File: config.mk
export PLATFORM = sky130hd
export DESIGN_NAME = hp35_wb_sram_loader
export DESIGN_NICKNAME = d
export VERILOG_FILES = /design/src/rtl/hp35_wb_pkg.sv /design/src/rtl/hp35_port0_mux.sv /design/src/rtl/hp35_wb_sram_loader.sv
export SDC_FILE = /design/constraint.sdc
export NUM_CORES = 1
export LEC_CHECK = 0
export ABC_CLOCK_PERIOD_IN_PS = 2200
export BUFFER_PORTS_ARGS = -buffer_cell sky130_fd_sc_hd__buf_2
export CORE_ASPECT_RATIO = 0.7
export CORE_UTILIZATION = 43
export DETAILED_ROUTE_END_ITERATION = 12
export PLACE_DENSITY = 0.81
export SYNTH_ARGS = -nofsm -noshare
export SYNTH_HDL_FRONTEND = slang
export SYNTH_SLANG_ARGS = --single-unit
File: constraint.sdc
create_clock -name wb_clk_i -period 2.2 [get_ports wb_clk_i]
set_input_delay 0.33 -clock wb_clk_i [delete_from_list [all_inputs] [get_ports wb_clk_i]]
set_output_delay 0.33 -clock wb_clk_i [all_outputs]
set_load 0.01 [all_outputs]
File: src/rtl/hp35_wb_pkg.sv
// hp35_wb_pkg: shared FSM encoding, register layout and SRAM geometry for the
// HP-35 Wishbone program-SRAM loader.
package hp35_wb_pkg;

  typedef enum logic [2:0] {
    ST_IDLE     = 3'd0,
    ST_SR_ISSUE = 3'd1,
    ST_SR_WAIT  = 3'd2,
    ST_SR_CAP   = 3'd3,
    ST_ACK      = 3'd4
  } state_e;

  localparam logic [11:0] CTRL_OFS_DEFAULT = 12'h400;
  localparam int          HOLD_BIT         = 0;
  localparam int          WCNT_LSB         = 16;
  localparam int          WCNT_W           = 16;

  localparam int          SRAM_WORDS       = 256;
  // Edges from SRAM strobe issue to read-data capture.
  localparam int          SRAM_LAT         = 3;

endpackage

File: src/rtl/hp35_port0_mux.sv
// hp35_port0_mux: registered selector between the Wishbone engine and the LA
// pins for SRAM port 0. Only present when HP35_WB_LA_OVERRIDE_EN is defined.
`ifdef HP35_WB_LA_OVERRIDE_EN
module hp35_port0_mux #(
  parameter int unsigned SRAM_AW = 8
) (
  input  logic               clk,
  input  logic               rst_n,
  input  logic               la_sel,
  input  logic               la_csb0,
  input  logic               la_web0,
  input  logic               la_clk_gate,
  input  logic [SRAM_AW-1:0] la_addr0,
  input  logic [29:0]        la_din0,
  input  logic               wb_csb,
  input  logic               wb_web,
  input  logic [3:0]         wb_wmask,
  input  logic [SRAM_AW-1:0] wb_addr,
  input  logic [31:0]        wb_din,
  output logic               sram_csb0,
  output logic               sram_web0,
  output logic [3:0]         sram_wmask0,
  output logic [SRAM_AW-1:0] sram_addr0,
  output logic [31:0]        sram_din0
);

  logic               csb_q, csb_d;
  logic               web_q, web_d;
  logic [3:0]         wmask_q, wmask_d;
  logic [SRAM_AW-1:0] addr_q, addr_d;
  logic [31:0]        din_q, din_d;

  // A low la_clk_gate keeps the SRAM deselected while the LA owns the port.
  always_comb begin
    csb_d   = wb_csb;
    web_d   = wb_web;
    wmask_d = wb_wmask;
    addr_d  = wb_addr;
    din_d   = wb_din;
    if (la_sel) begin
      csb_d   = la_csb0 | ~la_clk_gate;
      web_d   = la_web0;
      wmask_d = 4'b1111;
      addr_d  = la_addr0;
      din_d   = {2'b00, la_din0};
    end
  end

  always_ff @(posedge clk or negedge rst_n) begin
    if (!rst_n) begin
      csb_q   <= 1'b1;
      web_q   <= 1'b1;
      wmask_q <= '0;
      addr_q  <= '0;
      din_q   <= '0;
    end else begin
      csb_q   <= csb_d;
      web_q   <= web_d;
      wmask_q <= wmask_d;
      addr_q  <= addr_d;
      din_q   <= din_d;
    end
  end

  assign sram_csb0   = csb_q;
  assign sram_web0   = web_q;
  assign sram_wmask0 = wmask_q;
  assign sram_addr0  = addr_q;
  assign sram_din0   = din_q;

endmodule
`endif

File: src/rtl/hp35_wb_sram_loader.sv
// hp35_wb_sram_loader: Wishbone classic responder that loads/verifies the HP-35
// program SRAM through port 0 and owns the core_hold CTRL register.
// Optional LA override of port 0: define HP35_WB_LA_OVERRIDE_EN.
module hp35_wb_sram_loader
  import hp35_wb_pkg::*;
#(
  parameter logic [31:0] BASE_ADDR = 32'h3000_0000,
  parameter int unsigned SRAM_AW   = 8,
  parameter logic [11:0] CTRL_OFS  = CTRL_OFS_DEFAULT
) (
  input  logic               wb_clk_i,
  input  logic               wb_rst_ni,
  input  logic               wbs_cyc_i,
  input  logic               wbs_stb_i,
  input  logic               wbs_we_i,
  input  logic [3:0]         wbs_sel_i,
  input  logic [31:0]        wbs_adr_i,
  input  logic [31:0]        wbs_dat_i,
  output logic               wbs_ack_o,
  output logic [31:0]        wbs_dat_o,
  output logic               sram_csb0,
  output logic               sram_web0,
  output logic [3:0]         sram_wmask0,
  output logic [SRAM_AW-1:0] sram_addr0,
  output logic [31:0]        sram_din0,
  input  logic [31:0]        sram_dout0,
  output logic               core_hold
`ifdef HP35_WB_LA_OVERRIDE_EN
  ,
  input  logic               la_sel,
  input  logic               la_csb0,
  input  logic               la_web0,
  input  logic               la_clk_gate,
  input  logic [SRAM_AW-1:0] la_addr0,
  input  logic [29:0]        la_din0
`endif
);

  state_e               state_q, state_d;
  logic                 ack_q, ack_d;
  logic [31:0]          dat_q, dat_d;
  logic [3:0]           wmask_q, wmask_d;
  logic [SRAM_AW-1:0]   addr_q, addr_d;
  logic [31:0]          din_q, din_d;
  logic                 csb_d, web_d;
  logic                 hold_q, hold_d;
  logic [WCNT_W-1:0]    wcnt_q, wcnt_d;
  logic                 we_q, we_d;
  logic                 abort_q, abort_d;

  logic                 hit, sram_hit, ctrl_hit, sram_go;
  logic [31:0]          ctrl_word;

  always_comb begin
    hit      = wbs_cyc_i & wbs_stb_i & (wbs_adr_i[31:12] == BASE_ADDR[31:12]);
    sram_hit = hit & (wbs_adr_i[11:10] == 2'b00);
    ctrl_hit = hit & (wbs_adr_i[11:0] == CTRL_OFS);
`ifdef HP35_WB_LA_OVERRIDE_EN
    sram_go  = sram_hit & ~la_sel;
`else
    sram_go  = sram_hit;
`endif
    ctrl_word                       = '0;
    ctrl_word[HOLD_BIT]             = hold_q;
    ctrl_word[WCNT_LSB +: WCNT_W]   = wcnt_q;
  end

  // abort_q remembers a dropped cyc anywhere in the SRAM sequence so a new
  // cycle raised before capture is never acked for the old access.
  always_comb begin
    state_d = state_q;
    ack_d   = 1'b0;
    dat_d   = dat_q;
    wmask_d = wmask_q;
    addr_d  = addr_q;
    din_d   = din_q;
    csb_d   = 1'b1;
    web_d   = 1'b1;
    hold_d  = hold_q;
    wcnt_d  = wcnt_q;
    we_d    = we_q;
    abort_d = abort_q;

    case (state_q)
      ST_IDLE: begin
        if (sram_go) begin
          addr_d  = wbs_adr_i[SRAM_AW+1:2];
          din_d   = wbs_dat_i;
          wmask_d = wbs_we_i ? wbs_sel_i : 4'b0000;
          csb_d   = 1'b0;
          web_d   = ~wbs_we_i;
          we_d    = wbs_we_i;
          abort_d = 1'b0;
          state_d = ST_SR_ISSUE;
        end else if (hit) begin
          ack_d   = 1'b1;
          state_d = ST_ACK;
          if (ctrl_hit) begin
            if (wbs_we_i) begin
              if (wbs_sel_i[0]) hold_d = wbs_dat_i[HOLD_BIT];
            end else begin
              dat_d = ctrl_word;
            end
          end else if (!wbs_we_i) begin
            dat_d = '0;
          end
        end
      end
      ST_SR_ISSUE: begin
        if (!wbs_cyc_i) abort_d = 1'b1;
        state_d = ST_SR_WAIT;
      end
      ST_SR_WAIT: begin
        if (!wbs_cyc_i) abort_d = 1'b1;
        state_d = ST_SR_CAP;
      end
      ST_SR_CAP: begin
        if (we_q) wcnt_d = wcnt_q + 16'd1;
        if (abort_q || !wbs_cyc_i) begin
          state_d = ST_IDLE;
        end else begin
          ack_d   = 1'b1;
          state_d = ST_ACK;
          if (!we_q) dat_d = sram_dout0;
        end
      end
      ST_ACK: begin
        state_d = ST_IDLE;
      end
      default: begin
        state_d = ST_IDLE;
      end
    endcase
  end

  always_ff @(posedge wb_clk_i or negedge wb_rst_ni) begin
    if (!wb_rst_ni) begin
      state_q <= ST_IDLE;
      ack_q   <= 1'b0;
      dat_q   <= '0;
      wmask_q <= '0;
      addr_q  <= '0;
      din_q   <= '0;
      hold_q  <= 1'b1;
      wcnt_q  <= '0;
      we_q    <= 1'b0;
      abort_q <= 1'b0;
    end else begin
      state_q <= state_d;
      ack_q   <= ack_d;
      dat_q   <= dat_d;
      wmask_q <= wmask_d;
      addr_q  <= addr_d;
      din_q   <= din_d;
      hold_q  <= hold_d;
      wcnt_q  <= wcnt_d;
      we_q    <= we_d;
      abort_q <= abort_d;
    end
  end

  assign wbs_ack_o = ack_q;
  assign wbs_dat_o = dat_q;
  assign core_hold = hold_q;

`ifdef HP35_WB_LA_OVERRIDE_EN
  hp35_port0_mux #(
    .SRAM_AW (SRAM_AW)
  ) u_port0_mux (
    .clk         (wb_clk_i),
    .rst_n       (wb_rst_ni),
    .la_sel      (la_sel),
    .la_csb0     (la_csb0),
    .la_web0     (la_web0),
    .la_clk_gate (la_clk_gate),
    .la_addr0    (la_addr0),
    .la_din0     (la_din0),
    .wb_csb      (csb_d),
    .wb_web      (web_d),
    .wb_wmask    (wmask_d),
    .wb_addr     (addr_d),
    .wb_din      (din_d),
    .sram_csb0   (sram_csb0),
    .sram_web0   (sram_web0),
    .sram_wmask0 (sram_wmask0),
    .sram_addr0  (sram_addr0),
    .sram_din0   (sram_din0)
  );
`else
  logic csb_q, web_q;

  always_ff @(posedge wb_clk_i or negedge wb_rst_ni) begin
    if (!wb_rst_ni) begin
      csb_q <= 1'b1;
      web_q <= 1'b1;
    end else begin
      csb_q <= csb_d;
      web_q <= web_d;
    end
  end

  assign sram_csb0   = csb_q;
  assign sram_web0   = web_q;
  assign sram_wmask0 = wmask_q;
  assign sram_addr0  = addr_q;
  assign sram_din0   = din_q;
`endif

endmodule

==> impl_metrics.toml <==
[status]
outcome = "finished, final reports clean"

[synth]
synth-edff-count = 0
syn-cell-area_um2 = 4347
synthCells = 332
synth_common_cells = "98 x dfrtp_1, 45 x mux2_2, 21 x inv_1, 21 x nand2_1, 17 x a22o_1"
ys_types = 31
synth_top_cell_by_area = "dfrtp_1"
synth-main-ff-cell = "dfrtp_1"
synth_most_common_cell = "dfrtp_1"
seq_area_frac_synth = 0.5823
synth_top_area_frac = 0.5642
async_flop_share = 1.000
avgSynthCellArea_um2 = 13.09
ys_warn_count = 0
synth_nets = 438
synth-seq-cells = 101
synth_area_leaders = "dfrtp_1 56%, mux2_2 12%, mux2_4 5.2%"

[hold_path]
hp-start = "wbs_dat_i[22]"
hold_path_class = "input port to flop"
hold_depth = 2

[route]
dr.first_iter.drc_count = 143
dr.pass1.iters = 4
wl_met3_um = 769
wire_per_inst_um = 16.09
postRouteAntennaNets = 0
wl_met1_mm = 4.395
wl_met2_mm = 5.446
post-route-drc-count = 0
routed_wl_mm = 10.70
routed.top_layer = "met4"
avgViaCountPerCell = 5.062
route.vias.total = 3366

[sta]
rsz0062_at_grt = "true"
relSlewSlack = 0.7106
finalCritPeriodShare = 0.9919
max_freq_mhz = 458.3
worst_slack_ns = 0.01782
final_hold_viol_count = 0
setup_viol = 0
timing.hold.ws_ns = 0.2131
fin_worst_skew_ns = 0.005453
slew_violations = 0
fin_crit_ns = 2.182
worstMarginPinSlew_ns = 0.4280

[critical_path]
worstPathRequired_ns = 2.43
cp.depth = 6
reg2regPathDepth = 6
setup.worst_path.class = "flop to flop"
path_max_fanout = 22
r2r-start = "state_q[1]$_DFFE_PN0P_"
cp-end-kind = "flop"
cpPeakStageDelay_ns = 0.38
startpoint_type = "flop"
cp_top_family = "simple AND/OR/NAND/NOR gates"
worstSetupStartpoint = "state_q[1]$_DFFE_PN0P_"
slowest_stage = "dfrtp_1"
path_cells = "or3_4 -> or3_1 -> or3_1 -> a21o_2 -> buf_12 -> mux2_4"
path_buf_inv = 1
worst_path_most_repeated_cell = "or3_1"
cp.arrival_ns = 2.41

[grt]
grt_pass1_vias = 3420
overflow = 0
antenna_found_initial = 0
grt_pass1_wl_mm = 16.76
grt_usage = 0.2114
grt_max_degree = 51

[clock_network]
cts_made_buffers = 9
tritoncts = "done"
cts.reportedPaths.clkPinSlew_ns = 0.07
cts_root_buf = "clkbuf_16"
clk_latency_ns = 0.34
htreeDepth = 3
cts_sinks = 101
cts_setup_buffers = 0
cts.path.max_buffers = 2

[run]
drv_cap = 0

[placement]
place_hpwl_mm = 8.138
placed_cell_area_um2 = 5573
place_congestion = 0.8206
dp_slack_ns = -0.1703
port_buffers = 184

[pwr]
powerDensity_nw_per_um2 = 675.5
leakage_uw = 0.003301
ir_drop_mv = 0.5255

[floorplan]
design.die.area_um2 = 10520
start_util = 0.4454
fp.dieW_um = 122.2
core_um2 = 9759
die_h_um = 86.12
row_count = 30
io_pins = 185

[final_layout]
n_antenna_cell = 0
seq_area_um2 = 2531
multi_input_area_um2 = 1664
final_area_um2 = 5886
num-fill-cells = 815
syn_to_final_growth_pct = 35.41
post-route-util = 0.6031
num-nets-final = 638
drive_gt1_frac = 0.5400
## metal layers
| layer | global-route usage | up-vias |
|---|---|---|
| met2 | 0.3631 | 125 |
| met4 | 0.04545 | 0 |
| met3 | 0.07779 | 8 |
| met1 | 0.2541 | 1656 |
| met5 | 0 | - |
| li1 | - | 1577 |
## kinds of logic after synthesis
family | synth area share
compound gates | 0.04778
buf+inv | 0.03972
simple gates | 0.09212
xor+xnor | 0.03224
flops | 0.5823
fa+ha+maj | 0.002878
mux | 0.2029
## state kept, by name, indices dropped and copies added, names as in the netlist
name         count
core_hold        1
sram_web0        1
state_q          3
we_q             1
sram_addr0       8
sram_wmask0      4
sram_csb0        1
abort_q          1
wbs_ack_o        1
sram_din0       32
wbs_dat_o       32
wcnt_q          16
## cells in the final DEF (no fill, tap or decap), types with 13 or more instances in the layout
master | netlist | layout
a22o_1 | 17 | 17
xnor2_1 | 13 | 13
buf_4 | 0 | 17
nand3_1 | 16 | 16
mux2_2 | 45 | 45
nand2_1 | 21 | 21
mux2i_1 | 15 | 15
dfrtp_1 | 98 | 98
inv_1 | 21 | 21
buf_2 | 6 | 183
mux2_4 | 15 | 15
## per-stage QoR
stage          total power, µW  setup TNS [ns]  std cells
6_report                  3976               0        665
5_1_grt                   4163          -1.271        665
4_1_cts                   4014               0        665
3_5_place_dp              2406         -0.9598        648
3_3_place_gp              2391        -0.08395        648
2_1_floorplan             2162          -1.842        332
## power by group
part	internal (µW)	switching, µW	total, µW
Clock	886	711	1600
Sequential	1870	9.71	1880
Combinational	244	250	494
## cell type report
type | instances | area share
repair buffers | 206 | 0.1960
well taps | 128 | 0.02721
flip-flops and latches | 101 | 0.4301
inverters | 21 | 0.01339
clock inverters | 7 | 0.01233
multi-input cells | 193 | 0.2827
clock buffers | 9 | 0.03827
## final timing paths
kind / to / slack [ns]
max reg2reg: wbs_dat_o[26]$_DFFE_PN0P_ / 0.02
min reg2reg: wcnt_q[15]$_DFFE_PN0P_ / 0.48
min in group asynchronous: wbs_dat_o[24]$_DFFE_PN0P_ / 0.43
max in group asynchronous: sram_web0$_DFF_PN1_ / 1.04
min: sram_din0[22]$_DFFE_PN0P_ / 0.21
max: wbs_dat_o[26]$_DFFE_PN0P_ / 0.02
## timing repair
action | CTS | global route
setup endpoints to repair | 0 | 29
endpoints found under the hold margin | 22 | 0
resized for setup | 0 | 1
hold buffers | 1 | 0
## worst register-to-register path, delay by kind of cell (launching register included)
kind | cells | cell delay (ns)
simple gates | 3 | 0.98
flops | 1 | 0.38
mux | 1 | 0.32
compound gates | 1 | 0.21
buf+inv | 1 | 0.17
No activity file was read; power rests on OpenSTA's default activity.
